`config.mk`:
```
export PLATFORM = sky130hd
export DESIGN_NAME = qupls4_dram_oper_tracker
export DESIGN_NICKNAME = d
export VERILOG_FILES = /design/src/rtl/qupls4_dram_oper_tracker_pkg.sv /design/src/rtl/qupls4_dram_oper_tracker_rr.sv /design/src/rtl/qupls4_dram_oper_tracker.sv
export SDC_FILE = /design/constraint.sdc
export NUM_CORES = 1
export LEC_CHECK = 0
export CAP_MARGIN = 20
export CORE_UTILIZATION = 40
export CTS_BUF_LIST = sky130_fd_sc_hd__clkbuf_16
export DETAILED_ROUTE_END_ITERATION = 10
export SETUP_SLACK_MARGIN = 0.1
export SKIP_CTS_REPAIR_TIMING = 1
export SLEW_MARGIN = 0
export SYNTH_ARGS = -nofsm -noshare
export SYNTH_HDL_FRONTEND = slang
export SYNTH_HIERARCHICAL = 1
export SYNTH_SLANG_ARGS = --single-unit
```
`constraint.sdc`:
```
create_clock -name clk -period 8.6 [get_ports clk]
set_clock_uncertainty 0.2 [all_clocks]
set_input_delay 1.29 -clock clk [delete_from_list [all_inputs] [get_ports clk]]
set_output_delay 1.29 -clock clk [all_outputs]
set_load 0.1 [all_outputs]
```
`src/rtl/qupls4_dram_oper_tracker_pkg.sv`:
```
// Shared types for the data-memory operation tracker: ROB index/mask types,
// per-slot bookkeeping record and the report record handed to memory-done.
package Qupls4_pkg;

  localparam int ROB_ENTRIES = 16;
  localparam int ROB_W       = $clog2(ROB_ENTRIES);
  localparam int AGE_W       = 3;

  typedef logic [ROB_W-1:0]       rob_ndx_t;
  typedef logic [ROB_ENTRIES-1:0] rob_bitmask_t;

  typedef enum logic [1:0] {
    SLOT_IDLE   = 2'b00,
    SLOT_QUEUED = 2'b01,
    SLOT_SENT   = 2'b10,
    SLOT_DONE   = 2'b11
  } dram_slot_state_t;

  typedef struct packed {
    dram_slot_state_t   state;
    rob_ndx_t           id;
    logic               load;
    logic               store;
    logic               err;
    logic               stomped;
    logic [AGE_W-1:0]   age;
  } dram_slot_t;

  typedef struct packed {
    logic       v;
    logic [1:0] state;
    logic       load;
    logic       store;
    rob_ndx_t   id;
    logic       err;
  } dram_oper_t;

  function automatic logic [AGE_W-1:0] age_sat_inc(input logic [AGE_W-1:0] a,
                                                   input logic [AGE_W-1:0] lim);
    return (a >= lim) ? a : a + 1'b1;
  endfunction

endpackage

```
`src/rtl/qupls4_dram_oper_tracker_rr.sv`:
```
// Round-robin one-hot picker: searches starting just after the last granted
// index and remembers the winner for the next search.
module qupls4_rr_pick #(
  parameter int N  = 4,
  parameter int IW = $clog2(N)
) (
  input  logic          clk,
  input  logic          rst,
  input  logic [N-1:0]  req,
  output logic [N-1:0]  gnt,
  output logic [IW-1:0] gnt_idx,
  output logic          any
);

  logic [IW-1:0] last;
  logic [IW-1:0] j;

  // N is a power of two, so IW-bit addition wraps the search naturally.
  always_comb begin
    gnt     = '0;
    gnt_idx = '0;
    any     = 1'b0;
    j       = '0;
    for (int k = 1; k <= N; k++) begin
      j = last + IW'(k);
      if (req[j] && !any) begin
        any     = 1'b1;
        gnt_idx = j;
        gnt[j]  = 1'b1;
      end
    end
  end

  always_ff @(posedge clk) begin
    if (rst)
      last <= IW'(N - 1);
    else if (any)
      last <= gnt_idx;
  end

endmodule

```
`src/rtl/qupls4_dram_oper_tracker.sv`:
```
// Outstanding data-memory op tracker: slot allocation, oldest-first request
// issue, tag-matched ack completion, stomp handling and one report per cycle.
import Qupls4_pkg::*;

module qupls4_dram_oper_tracker #(
  parameter int NSLOT = 4,
  parameter int TW    = $clog2(NSLOT)
) (
  input  logic         clk,
  input  logic         rst,
  input  logic         issue_v,
  output logic         issue_rdy,
  input  rob_ndx_t     issue_id,
  input  logic         issue_load,
  input  logic         issue_store,
  output logic         mem_req_v,
  input  logic         mem_req_rdy,
  output logic [TW-1:0] mem_req_tag,
  output rob_ndx_t     mem_req_id,
  input  logic         mem_ack_v,
  input  logic [TW-1:0] mem_ack_tag,
  input  logic         mem_ack_err,
  input  rob_bitmask_t stomp,
  output dram_oper_t   dram_oper,
  output logic         dram_idv,
  output rob_ndx_t     dram_id,
  output logic         dram_stomp
);

  localparam logic [AGE_W-1:0] AGE_MAX = AGE_W'(NSLOT - 1);

  dram_slot_t slot     [NSLOT];
  dram_slot_t slot_nxt [NSLOT];

  logic [NSLOT-1:0] done_vec;
  logic [NSLOT-1:0] rpt_gnt;
  logic [TW-1:0]    rpt_idx;
  logic             rpt_any;

  logic             issue_found;
  logic [TW-1:0]    issue_idx;
  logic             issue_fire;
  logic             req_found;
  logic [TW-1:0]    req_idx;
  logic [AGE_W-1:0] req_age;
  logic             req_fire;

  // Issue goes to the lowest free slot; request goes to the oldest queued slot.
  always_comb begin
    done_vec    = '0;
    issue_found = 1'b0;
    issue_idx   = '0;
    req_found   = 1'b0;
    req_idx     = '0;
    req_age     = '0;
    for (int i = 0; i < NSLOT; i++) begin
      done_vec[i] = (slot[i].state == SLOT_DONE);
      if (slot[i].state == SLOT_IDLE && !issue_found) begin
        issue_found = 1'b1;
        issue_idx   = TW'(i);
      end
      if (slot[i].state == SLOT_QUEUED && (!req_found || slot[i].age > req_age)) begin
        req_found = 1'b1;
        req_idx   = TW'(i);
        req_age   = slot[i].age;
      end
    end
  end

  assign issue_rdy   = !rst && issue_found;
  assign issue_fire  = issue_v && issue_rdy;
  assign mem_req_v   = !rst && req_found;
  assign mem_req_tag = req_idx;
  assign mem_req_id  = slot[req_idx].id;
  assign req_fire    = mem_req_v && mem_req_rdy;

  qupls4_rr_pick #(.N(NSLOT), .IW(TW)) u_rpt_pick (
    .clk     (clk),
    .rst     (rst),
    .req     (done_vec),
    .gnt     (rpt_gnt),
    .gnt_idx (rpt_idx),
    .any     (rpt_any)
  );

  always_comb begin
    for (int i = 0; i < NSLOT; i++) begin
      slot_nxt[i] = slot[i];
      if (issue_fire && slot[i].state != SLOT_IDLE)
        slot_nxt[i].age = age_sat_inc(slot[i].age, AGE_MAX);
      case (slot[i].state)
        SLOT_IDLE: begin
          if (issue_fire && issue_idx == TW'(i))
            slot_nxt[i] = '{state: SLOT_QUEUED, id: issue_id, load: issue_load,
                            store: issue_store, err: 1'b0, stomped: 1'b0, age: '0};
        end
        SLOT_QUEUED: begin
          // A request accepted in the same cycle as its stomp still went out.
          if (req_fire && req_idx == TW'(i)) begin
            slot_nxt[i].state   = slot[i].load ? SLOT_SENT : SLOT_DONE;
            slot_nxt[i].stomped = stomp[slot[i].id];
          end else if (stomp[slot[i].id]) begin
            slot_nxt[i] = '0;
          end
        end
        SLOT_SENT: begin
          if (stomp[slot[i].id])
            slot_nxt[i].stomped = 1'b1;
          if (mem_ack_v && mem_ack_tag == TW'(i)) begin
            slot_nxt[i].state = SLOT_DONE;
            slot_nxt[i].err   = mem_ack_err;
          end
        end
        SLOT_DONE: begin
          if (stomp[slot[i].id])
            slot_nxt[i].stomped = 1'b1;
          if (rpt_gnt[i])
            slot_nxt[i] = '0;
        end
        default: ;
      endcase
    end
  end

  always_ff @(posedge clk) begin
    if (rst) begin
      for (int i = 0; i < NSLOT; i++)
        slot[i] <= '0;
      dram_idv   <= 1'b0;
      dram_id    <= '0;
      dram_stomp <= 1'b0;
      dram_oper  <= '0;
    end else begin
      for (int i = 0; i < NSLOT; i++)
        slot[i] <= slot_nxt[i];
      if (rpt_any) begin
        dram_idv   <= 1'b1;
        dram_id    <= slot[rpt_idx].id;
        dram_stomp <= slot[rpt_idx].stomped;
        dram_oper  <= '{v: 1'b1, state: SLOT_DONE, load: slot[rpt_idx].load,
                        store: slot[rpt_idx].store, id: slot[rpt_idx].id,
                        err: slot[rpt_idx].err};
      end else begin
        dram_idv   <= 1'b0;
        dram_id    <= '0;
        dram_stomp <= 1'b0;
        dram_oper  <= '0;
      end
    end
  end

endmodule

```
==> impl_metrics.toml <==
[yosys]
ys_ff_latch = 63
ys_seq_area_share_pct = 27.6
netlist_area_mm2 = 0.00457
synth-warning-count = 6
synth_edf_count = 0
synth_nets = 546
synth_ff_type = "dfxtp_1"
ys_types = 65
avgSynthCellArea_um2 = 9.31
synthCells = 491
ys_async_sr_fraction_pct = 0

[power]
vdd_drop_max_v = 0.0000929
power_w = 0.000821
power.density_mw_per_mm2 = 152
leakagePower_nw = 2.03

[layout]
fin_util_pct = 49.1
fillers = 1045
multi_input_area_mm2 = 0.00305
area_growth_syn_to_layout_pct = 18.0
diodes = 0
layout-drive-gt1-share_pct = 13.4
final_net_count = 579
regArea_mm2 = 0.00126

[route]
ant_nets = 0
routedWlPerCell_um = 19.4
drt_wl_total_mm = 13.0
dr.pass1.iters = 5
drt_iter0_drc = 408
drc = 0
vias = 4099
vias_per_cell = 6.13

[floorplan]
die_x_um = 109
coreArea_mm2 = 0.0110
ios = 54
start_util_pct = 41.6
rows = 38
fp.dieArea_mm2 = 0.0119
fp.dieH_um = 109

[critical_path]
path_depth = 21
arrival_ps = 6260
worstPathRequired_ps = 7110
cp_top_family = "compound AO/OA/AOI/OAI gates"
path_cells = "nor2b_1, nand2_1, ha_1, nand2_1, o211ai_1, and2_1, nor2_1, a21oi_1, ha_1, a21oi_1, a21oi_1, o21ai_1, mux2_2, ha_1, and3_1, a21oi_1, o21ai_0, nand2_1, nor2_1, a221o_1, buf_4"
r2r_cells = 20
max_stage_delay_ps = 550
worst_path_max_delay_cell = "dfxtp_1"
crit_type = "flip-flop to output port"
start_kind = "flip-flop"
crit_fanout = 13
path_buf_inv = 1
path_common_cell = "a21oi_1"
cp-end-kind = "output port"

[clock_tree]
clkSinkCount = 63
numCtsBuffers = 9
htree_levels = 3
cts_tree = "done"
root_buffer = "clkbuf_16"
path_clk_slew_ps = 60
clk_path_buf_depth = 2
insertion_delay_ps = 330

[worst_hold_path]
worstHoldPathCells = 2
min_path_type = "flip-flop to flip-flop"

[place]
io_buffer_count = 53
gp_congestion = 0.893
dp_hpwl_mm = 9.96

[timing]
slew_violations = 0
post-route-min-period_ps = 7750
worstMarginPinSlew_ps = 1180
setup_viol = 0
rsz0062_at_grt = "no"
slew_headroom_pct = 21.1
fin_tns_setup_ps = 0
fmax_mhz = 129
hold_viol = 0
period_share_pct = 90.1

[global_route]
overflow = 0
grt_pass1_wl_mm = 20.7
grt_pass1_vias = 3934
grtUsageTotal_pct = 23.1
grt_max_degree = 25
antenna_found_initial = 0

[outcome]
outcome = "finished clean"

[flow_run]
cap_violations = 0
## metrics by stage
step           hold WS, ps  area [um^2]  instances  setup slack, ps
2_1_floorplan          235         4570        491              123
3_3_place_gp           246         5080        651             1590
3_5_place_dp           263         5080        651             1290
4_1_cts                271         5380        667              928
5_1_grt                287         5390        669              367
6_report               270         5390        669              854
## power by group
group          total [W]  switching [W]  leakage (nW)  internal (W)
Clock           0.000364       0.000139         0.142      0.000225
Combinational   0.000139      0.0000811          1.38     0.0000577
Sequential      0.000319      0.0000179         0.509      0.000301
Total           0.000821       0.000238          2.03      0.000583
## sequential cells by signal (all words and copies together), names as in the netlist, named ones only
signal	cells
slot	48
dram_id	4
dram_oper	4
u_rpt_pick/last	2
dram_stomp	1
## synth_stat cells, types with 13 or more instances
library cell	instances	area, um^2
mux4_2	25	563
inv_1	21	78.8
a21oi_1	27	135
and3_1	13	81.3
a22o_1	24	210
nand2_1	29	109
nand2b_1	16	100
o21ai_0	18	90.1
nor2_1	30	113
clkbuf_1	16	60.1
dfxtp_1	63	1260
ha_1	25	313
## metal layers
metal	up-vias	share of wire (%)	global-route usage (%)
met5	-	0	0
met4	0	2.0	8.30
met3	19	6.7	4.18
met2	160	48	37.7
met1	1984	43	30.3
li1	1936	-	-
## worst min-delay path, delay by kind of cell, from the launching register on
kind / cells / cell delay (ps)
flops: 1 / 310
simple gates: 1 / 50
mux: 1 / 60
## layout by cell type (no fill, tap or decap), types with 6 or more instances in the layout
cell type / count
a21oi_1: 27
a22o_1: 24
and2_1: 10
and3_1: 13
buf_4: 7
clkbuf_16: 9
clkdlybuf4s50_1: 47
dfxtp_1: 63
ha_1: 25
inv_1: 21
mux2_2: 9
mux2i_1: 12
mux4_2: 25
nand2_1: 29
nand2b_1: 16
nand3b_1: 8
nor2_1: 30
nor2b_1: 11
nor3_1: 12
o21ai_0: 18
o22ai_1: 12
o2bb2ai_1: 6
## cell type report
| cell class | count | area share (%) |
|---|---|---|
| multi-input cells | 373 | 56.5 |
| clock inverters | 7 | 1.35 |
| inverters | 21 | 1.46 |
| flip-flops and latches | 63 | 23.4 |
| clock buffers | 9 | 4.18 |
| well taps | 140 | 3.25 |
| repair buffers | 56 | 9.88 |
## logic make-up (layout without fill, tap and decap cells)
| family | Yosys count | after routing | share of synthesized area (%) |
|---|---|---|---|
| compound gates | 146 | 146 | 23.5 |
| xor+xnor | 3 | 3 | 0.575 |
| fa+ha+maj | 25 | 25 | 6.84 |
| buf+inv | 55 | 93 | 5.77 |
| flops | 63 | 63 | 27.6 |
| mux | 50 | 50 | 18.6 |
| simple gates | 149 | 149 | 17.1 |
## worst paths after layout
check	from	slack [ps]	endpoint
max	slot[0][11]	850	mem_req_id[0]
min	slot[1][4]	270	slot[1][4]
max reg2reg	slot[0][11]	2130	slot[0][0]
min reg2reg	slot[1][4]	270	slot[1][4]
Power figures use the tool's default switching activity.
